`src/rtl/dma_pkg.sv`:
```
// Shared types for the PIM DMA engine: descriptor, CSR control/status, dispatcher states.
// Latency: n/a (types, constants and one helper function only).
// Backpressure: n/a.
package dma_pkg;

  // Default number of queued descriptors held ahead of the dispatcher.
  localparam int DESC_FIFO_DEPTH = 8;

  // Status level field is sized for depths up to 128; narrower FIFO levels zero-extend.
  localparam int DESC_LEVEL_W = 8;

  typedef struct packed {
    logic [5:0] reserved;
    logic       irq_on_done;
    logic       go;
  } t_dma_desc_control;

  typedef struct packed {
    logic [31:0]       src_addr;
    logic [31:0]       dest_addr;
    logic [19:0]       length;
    t_dma_desc_control descriptor_control;
  } t_dma_descriptor;

  typedef struct packed {
    logic reset_dispatcher;
    logic stop_dispatcher;
  } t_dma_csr_control;

  typedef struct packed {
    logic                    busy;
    logic                    stopped_on_error;
    logic                    desc_fifo_empty;
    logic                    desc_fifo_full;
    logic [DESC_LEVEL_W-1:0] desc_fifo_level;
  } t_dma_csr_status;

  // Bit position of each dispatcher state inside the one-hot state vector.
  typedef enum logic [1:0] {
    IDLE_IDX      = 2'd0,
    ISSUE_IDX     = 2'd1,
    WAIT_DONE_IDX = 2'd2,
    ERROR_IDX     = 2'd3
  } t_disp_state_idx;

  typedef enum logic [3:0] {
    IDLE      = 4'b0001,
    ISSUE     = 4'b0010,
    WAIT_DONE = 4'b0100,
    ERROR     = 4'b1000
  } t_disp_state;

  // Returns the descriptor with its go bit forced to the given value.
  function automatic t_dma_descriptor with_go(input t_dma_descriptor d, input logic go);
    t_dma_descriptor r;
    r = d;
    r.descriptor_control.go = go;
    return r;
  endfunction

endpackage

```
`src/rtl/dma_desc_fifo.sv`:
```
// Show-ahead descriptor FIFO with synchronous flush and occupancy level.
// Latency: a push is visible at the head (empty=0) the cycle after it is written.
// Backpressure: pushes at full and pops at empty are ignored; flush beats both.
module dma_desc_fifo
  import dma_pkg::*;
#(
  parameter type T_DATA = t_dma_descriptor,
  parameter int  DEPTH  = DESC_FIFO_DEPTH
) (
  input  logic                   clk,
  input  logic                   reset_n,
  input  logic                   flush,
  input  logic                   push,
  input  T_DATA                  push_data,
  input  logic                   pop,
  output T_DATA                  pop_data,
  output logic                   empty,
  output logic                   full,
  output logic [$clog2(DEPTH):0] level
);

  localparam int PTR_W = $clog2(DEPTH);
  localparam int LVL_W = PTR_W + 1;

  T_DATA            mem [DEPTH];
  logic [PTR_W-1:0] wr_ptr;
  logic [PTR_W-1:0] rd_ptr;
  logic [LVL_W-1:0] count;
  logic             push_en;
  logic             pop_en;

  assign push_en  = push && !full && !flush;
  assign pop_en   = pop && !empty && !flush;
  assign empty    = (count == '0);
  assign full     = (count == LVL_W'(DEPTH));
  assign level    = count;
  assign pop_data = mem[rd_ptr];

  // Pointer and level bookkeeping; pointers wrap naturally since DEPTH is a power of two.
  always_ff @(posedge clk or negedge reset_n) begin
    if (!reset_n) begin
      wr_ptr <= '0;
      rd_ptr <= '0;
      count  <= '0;
    end else if (flush) begin
      wr_ptr <= '0;
      rd_ptr <= '0;
      count  <= '0;
    end else begin
      if (push_en) wr_ptr <= wr_ptr + PTR_W'(1);
      if (pop_en)  rd_ptr <= rd_ptr + PTR_W'(1);
      case ({push_en, pop_en})
        2'b10:   count <= count + LVL_W'(1);
        2'b01:   count <= count - LVL_W'(1);
        default: count <= count;
      endcase
    end
  end

  // Storage array; contents need no reset because the level gates every read.
  always_ff @(posedge clk) begin
    if (push_en) mem[wr_ptr] <= push_data;
  end

endmodule

```
`src/rtl/dma_dispatcher.sv`:
```
// Descriptor scheduler: queues CSR descriptors and issues them one at a time to the read/write FSMs.
// Latency: push into an idle, empty dispatcher gives go two cycles later; back-to-back issues are 3 cycles apart.
// Backpressure: desc_in_ready drops when the queue is full or while reset_dispatcher is held.
module dma_dispatcher
  import dma_pkg::*;
#(
  parameter int DESC_DEPTH = DESC_FIFO_DEPTH,
  parameter int CNT_W      = 32
) (
  input  logic             clk,
  input  logic             reset_n,
  input  logic             desc_in_valid,
  input  t_dma_descriptor  desc_in,
  output logic             desc_in_ready,
  input  t_dma_csr_control csr_control,
  output t_dma_descriptor  rd_desc,
  output t_dma_descriptor  wr_desc,
  input  logic             rd_fsm_done,
  input  logic             wr_fsm_done,
  input  logic             rd_error,
  input  logic             wr_error,
  output t_dma_csr_status  dispatcher_status,
  output logic [CNT_W-1:0] desc_done_count
);

  localparam int LVL_W = $clog2(DESC_DEPTH) + 1;

  t_disp_state     state;
  t_dma_descriptor work_desc;
  t_dma_descriptor fifo_head;
  logic            rd_seen;
  logic            wr_seen;
  logic            fifo_push;
  logic            fifo_pop;
  logic            fifo_empty;
  logic            fifo_full;
  logic [LVL_W-1:0] fifo_level;
  logic            both_done;
  logic            any_error;
  logic            in_idle;

  assign in_idle       = state[IDLE_IDX];
  assign desc_in_ready = !fifo_full && !csr_control.reset_dispatcher;
  assign fifo_push     = desc_in_valid && desc_in_ready;
  // Only an idle, unstopped dispatcher takes the next descriptor; ERROR leaves the queue untouched.
  assign fifo_pop      = in_idle && !fifo_empty && !csr_control.stop_dispatcher
                         && !csr_control.reset_dispatcher;
  // A done pulse counts in the cycle it arrives as well as once latched.
  assign both_done     = (rd_seen || rd_fsm_done) && (wr_seen || wr_fsm_done);
  assign any_error     = rd_error || wr_error;

  dma_desc_fifo #(
    .T_DATA (t_dma_descriptor),
    .DEPTH  (DESC_DEPTH)
  ) u_desc_fifo (
    .clk       (clk),
    .reset_n   (reset_n),
    .flush     (csr_control.reset_dispatcher),
    .push      (fifo_push),
    .push_data (desc_in),
    .pop       (fifo_pop),
    .pop_data  (fifo_head),
    .empty     (fifo_empty),
    .full      (fifo_full),
    .level     (fifo_level)
  );

  // Dispatcher FSM with registered descriptor outputs, done tracking and completion counter.
  always_ff @(posedge clk or negedge reset_n) begin
    if (!reset_n) begin
      state           <= IDLE;
      work_desc       <= '0;
      rd_desc         <= '0;
      wr_desc         <= '0;
      rd_seen         <= 1'b0;
      wr_seen         <= 1'b0;
      desc_done_count <= '0;
    end else if (csr_control.reset_dispatcher) begin
      // Abandon whatever is in flight; the completion count survives.
      state   <= IDLE;
      rd_desc <= with_go(rd_desc, 1'b0);
      wr_desc <= with_go(wr_desc, 1'b0);
      rd_seen <= 1'b0;
      wr_seen <= 1'b0;
    end else begin
      unique case (state)
        IDLE: begin
          if (fifo_pop) begin
            work_desc <= fifo_head;
            rd_desc   <= with_go(fifo_head, 1'b1);
            wr_desc   <= with_go(fifo_head, 1'b1);
            state     <= ISSUE;
          end
        end
        ISSUE: begin
          // go was high for exactly this cycle; fields stay put while the FSMs work.
          rd_desc <= with_go(work_desc, 1'b0);
          wr_desc <= with_go(work_desc, 1'b0);
          rd_seen <= 1'b0;
          wr_seen <= 1'b0;
          state   <= any_error ? ERROR : WAIT_DONE;
        end
        WAIT_DONE: begin
          if (any_error) begin
            // Error beats a same-cycle completion: no count.
            state <= ERROR;
          end else if (both_done) begin
            desc_done_count <= desc_done_count + CNT_W'(1);
            state           <= IDLE;
          end else begin
            rd_seen <= rd_seen || rd_fsm_done;
            wr_seen <= wr_seen || wr_fsm_done;
          end
        end
        ERROR: begin
          // Sticky until reset_dispatcher; done pulses are ignored here.
          rd_desc <= with_go(rd_desc, 1'b0);
          wr_desc <= with_go(wr_desc, 1'b0);
        end
        default: begin
          state <= IDLE;
        end
      endcase
    end
  end

  // Status word seen by the CSR block.
  always_comb begin
    dispatcher_status                  = '0;
    dispatcher_status.busy             = !in_idle || (!fifo_empty && !csr_control.stop_dispatcher);
    dispatcher_status.stopped_on_error = state[ERROR_IDX];
    dispatcher_status.desc_fifo_empty  = fifo_empty;
    dispatcher_status.desc_fifo_full   = fifo_full;
    dispatcher_status.desc_fifo_level  = DESC_LEVEL_W'(fifo_level);
  end

endmodule

```
`config.mk`:
```
export PLATFORM = sky130hd
export DESIGN_NAME = dma_dispatcher
export DESIGN_NICKNAME = d
export VERILOG_FILES = /design/src/rtl/dma_pkg.sv /design/src/rtl/dma_desc_fifo.sv /design/src/rtl/dma_dispatcher.sv
export SDC_FILE = /design/constraint.sdc
export NUM_CORES = 1
export LEC_CHECK = 0
export CAP_MARGIN = 15
export CORE_ASPECT_RATIO = 1.25
export CORE_UTILIZATION = 62
export DETAILED_ROUTE_END_ITERATION = 8
export PLACE_DENSITY_LB_ADDON = 0.12
export RECOVER_POWER = 100
export SKIP_CTS_REPAIR_TIMING = 1
export SYNTH_ARGS = -nofsm -noshare
export SYNTH_HDL_FRONTEND = slang
export SYNTH_HIERARCHICAL = 1
export SYNTH_SLANG_ARGS = --single-unit
```
`constraint.sdc`:
```
create_clock -name clk -period 34.9 [get_ports clk]
set_input_delay 6.98 -clock clk [delete_from_list [all_inputs] [get_ports clk]]
set_output_delay 6.98 -clock clk [all_outputs]
set_load 0.01 [all_outputs]
```
* Yosys cells after proc, flatten, opt, wreduce, memory -nomap -nowiden
Memories as Yosys holds them, arrays and structs flattened. Index checks and enable logic that the tools add are counted.
Word-level totals: memories kept 1, memory bits (writable) 736, output and inout bits 229, register bits 231, logic and storage cells 98, input port bits 101
Cells by class: equal/unequal tests 13, reduce and logical (&&, ||, !) cells 33, bitwise logic cells 3, mux-type cells 25, add/subtract/negate cells 5
Memory list:
- u_desc_fifo.mem | depth 8, width 92, rd ports 1, clocked after memory_dff 0, write ports 1, line dma_desc_fifo.sv:25 | T_DATA mem [DEPTH];
Operator list (count):
- $pmux 92 s3 | 1
- $mux 92 | 1
- $add 32x1->32 const B | 1
- $mux 4 | 6
- $pmux 4 s4 | 1
- $mux 3 | 4
- $logic_and 1x1->1 | 11
- $mux 1 | 9
- $reduce_and 3->1 | 3
- $eq 4x4->1 const B | 2
- $pmux 4 s2 | 1
- $reduce_and 4->1 | 2
- $add 3x1->3 const B | 2
- $ne 3x3->1 const B | 2
- $reduce_bool 2->1 | 3
- $reduce_bool 3->1 | 2
- $logic_not 1->1 | 5
- $add 4x1->4 const B | 1
- $eq 4x1->1 const B | 1
- $eq 4x2->1 const B | 1
- $eq 4x3->1 const B | 1
- $logic_not 4->1 | 1
- $logic_or 1x1->1 | 4
- $ne 4x4->1 const B | 1
- 10 further kinds | 13

* Longest topological paths before layout
depth after elaboration 10, depth in mapped cells 14, mapped depth without buffers 11

* Hierarchy
The synthesis kept the hierarchy.
By module, submodules not included:
- dma_desc_fifo | area an instance 28249.6 um^2, times used 1, cells each 1141, sequential area each 22351.4 um^2
- dma_dispatcher | area an instance 10306.1 um^2, times used 1, cells each 780, sequential area each 5531.6 um^2

* Least setup slack after synthesis
Ideal clock, no wire load.
path kind input to register, start in csr_control[1] (netlist bit), end mem u_desc_fifo/mem[0][0] (netlist bit) (enable), data required time 34099 ps, data arrival time 17461 ps, stages on the path 6, library setup time 801 ps, buffers on the path 2, setup slack 16639 ps, path through clkbuf_1 > nor2_1 > and2_1 > clkbuf_1 > nand2_1 > nor4b_1
On the way: word-level cells in the longest chain between the ends 7
Ends and longest elaborated chain:
- from (decl) | line dma_dispatcher.sv:15 | input t_dma_csr_control csr_control,
- $logic_not 1->1 | line dma_dispatcher.sv:43 | assign desc_in_ready = !fifo_full && !csr_control.reset_dispatcher;
- $logic_and 1x1->1 | line dma_dispatcher.sv:43
- net desc_in_ready | line dma_dispatcher.sv:14 | output logic desc_in_ready,
- $logic_and 1x1->1 | line dma_dispatcher.sv:44 | assign fifo_push = desc_in_valid && desc_in_ready;
- net fifo_push | line dma_dispatcher.sv:33 | logic fifo_push;
- $logic_and 1x1->1 (2 in series) | line dma_desc_fifo.sv:32 | assign push_en = push && !full && !flush;
- $mux 1 | line dma_desc_fifo.sv:62 | if (push_en) mem[wr_ptr] <= push_data;
- $mux 1 (not written as such) | line dma_desc_fifo.sv:62
- to (decl) | line dma_desc_fifo.sv:25
The timed path passes the listed nets, and every way through them passes these cells.

* Worst setup path in the final report
start in csr_control[1] (netlist bit), end out desc_in_ready
On the way: word-level cells in the longest chain between the ends 2
Ends and longest elaborated chain (line):
- $logic_not 1->1 | dma_dispatcher.sv:43
- $logic_and 1x1->1 | dma_dispatcher.sv:43
- to (decl) | dma_dispatcher.sv:14
Every way passes these cells.

==> impl_summary.txt <==
----------------------------------------------------
[Run status]
  Run status ... finished with violations
  Violated checks ... max-capacitance violations, max-slew violations

[Floorplanning]
  Number of top-level pins ... 330
  Width of the chip ... 224 um
  Number of rows in the core area ... around 100
  Area enclosed by the die boundary ... ~0.063 sq mm
  Die height ... 280 um
  Initial core utilization ... 0.628
  Area of the core ... around 0.061 sq mm

[STA]
  Part of the cycle the worst path needs ... 0.463
  Worst Hold Margin ... between 0.4 and 0.5 ns
  Final-report setup violation count ... 0
  Minimum clock period after layout ... around 16 ns
  Slew at the pin with the worst max-slew slack ... approximately 6.8 ns
  Upper clock frequency limit ... between 0.06 and 0.07 GHz
  Unrepaired setup endpoints after global routing ... no
  Setup slack after layout ... about 19 ns
  Skew final ... roughly 0.019 ns
  Max-slew violations ... about 1200
  Setup TNS after final layout ... 0 ns
  Worst slew margin relative to its limit ... -3.53
  Number of hold-slack violations in the final timing report ... 0

[Setup path]
  Critical Path Fanout Max ... 29
  Worst setup path class ... in -> out
  Type of destination of the critical path ... output port
  Worst EP required ... 27.92 ns
  Worst R2R Start ... u_desc_fifo/level[0]
  Endpoint arrival time on the critical path ... 9.19 ns
  Critical path startpoint category ... input port
  CP Launch Point ... csr_control[1]

[Run]
  Number of max-cap violations ... 23

[Finish]
  Commonest cells after routing, fill and taps aside ... 728 x sky130_fd_sc_hd__edfxtp_1, 319 x sky130_fd_sc_hd__dlygate4sd3_1, 274 x sky130_fd_sc_hd__mux2_2
  Fill count ... ~3700
  Reg area ... 0.0277 sq mm
  Synthesis-to-layout area growth ... 16.1%
  Net count reported at finish ... ~2300
  Share of final-layout standard cells stronger than drive strength 1 ... 0.274
  Combined area of the multi-input logic cells ... 0.00938 sq mm
  Post-route non-filler standard cell count ... 3062
  Final cell utilization of the core ... 0.729
  Commonest non-fill, non-tap cell in the layout ... sky130_fd_sc_hd__edfxtp_1

[CTS]
  Number of sinks handled by clock tree synthesis ... between 900 and 1000
  Buffer cell driving the clock tree root ... sky130_fd_sc_hd__clkbuf_16
  Number of buffers created by CTS ... between 80 and 90
  H-tree lvl count ... 3
  Clock latency on the worst-skew pair ... around 0.63 ns
  Clock-pin slew reported for the worst setup and hold paths after clock tree synthesis ... roughly 0.060 ns
  Clk buf depth ... 3
  Clock tree from TritonCTS ... done

[Worst hold path]
  Hold path startpoint ... desc_done_count[31]
  Min-Delay Path Class ... reg -> reg

[Placed design]
  Setup slack at placement ... about 20 ns
  Final Wtd Congestion ... around 0.74
  Cell Count Post-Placement ... roughly 2900
  Detailed placement HPWL ... ~42000 um
  IO buf count ... roughly 320

[Power]
  Leak ... approximately 16 nW
  Max rail drop VDD ... 0.0575 mV
  PD cells ... approximately 63 mW/mm^2

[Synthesis]
  Synthesized netlist cell count ... roughly 1900
  Number of warnings printed during yosys synthesis ... 6
  Post-synthesis instance area ... about 0.038 sq mm
  Mean instance size in the synthesized netlist ... between 20 and 25 sq um

[Routing]
  Final antenna-violating net count ... 0
  Post-route DRC ... 0
  Routed len/inst ... roughly 26 um
  Total routed wirelength ... just under 80000 um
  Number of DRC markers after the initial detailed-route iteration ... 1495
  Detailed Routing Iterations Pass 1 ... 5
  Routed vias/inst ... ~6.2
  Number of vias in the routed layout ... between 15000 and 20000

[GRT]
  Maximum number of pins on one net before global-route repair ... ~120
  Vias in the first global route ... 20500
  Residual overflow from global routing ... 0
  Total Routing Usage GR ... 0.262
  Initial antenna violation count ... 26
  Wire length of the first global-routing pass ... 121000 um

----------------------------------------------------
==> worst max-delay path, stage by stage <==
cell and delay [ns]:
sky130_fd_sc_hd__dlygate4sd3_1 0.52, sky130_fd_sc_hd__clkbuf_1 0.88, sky130_fd_sc_hd__nor2_1 0.14, sky130_fd_sc_hd__dlygate4sd3_1 0.66
==> final cells by class <==
class | count | area share
Timing Repair Buffer | 353 | 0.0762
Multi-Input combinational cell | 747 | 0.211
Tap cell | 824 | 0.0232
Clock buffer | 133 | 0.0585
Sequential cell | 959 | 0.623
Clock inverter | 32 | 0.00741
Antenna cell | 8 | 0.000451
Inverter | 6 | 0.000507
==> path summary, 6_finish.rpt <==
| kind | end | slack [ns] | cells past startpoint |
|---|---|---|---|
| setup / recovery | desc_in_ready | 18.73 | 4 |
| hold / removal | desc_done_count[31] | 0.46 | 1 |
| setup reg to reg | u_desc_fifo/mem[6][14] | 26.79 | 8 |
| hold reg to reg | desc_done_count[31] | 0.46 | 1 |
| max in group asynchronous | u_desc_fifo/rd_ptr[2] | 20.05 | 2 |
| min in group asynchronous | wr_desc[21] | 8.92 | 1 |
==> metal layers <==
layer,global-route usage,routed length (um),vias up
met5,0,118,-
met2,0.453,41800,611
li1,-,-,8084
met3,0.0375,4160,152
met4,0.0895,1830,20
met1,0.342,31600,10100
==> registers in the layout, summed over array words and instances (netlist names), 3 cells and up <==
register and cells:
u_desc_fifo/wr_ptr 3, state 4, wr_desc 92, u_desc_fifo/level 4, desc_done_count 32, work_desc 91, u_desc_fifo/mem 728, u_desc_fifo/rd_ptr 3
==> metrics by stage <==
step                power (W)  cell area, sq um
finish                0.00279             44400
global route          0.00288             44400
CTS                   0.00285             44600
detailed placement    0.00189             41700
global placement      0.00187             41700
floorplan             0.00168             38300
==> power breakdown <==
| part | internal [W] | leakage [nW] | switching [W] |
|---|---|---|---|
| clock network | 0.000561 | 1.43 | 0.000406 |
| logic | 0.000240 | 4.73 | 0.000161 |
| registers | 0.00134 | 9.41 | 0.0000748 |
Power figures use the tool's default switching activity.
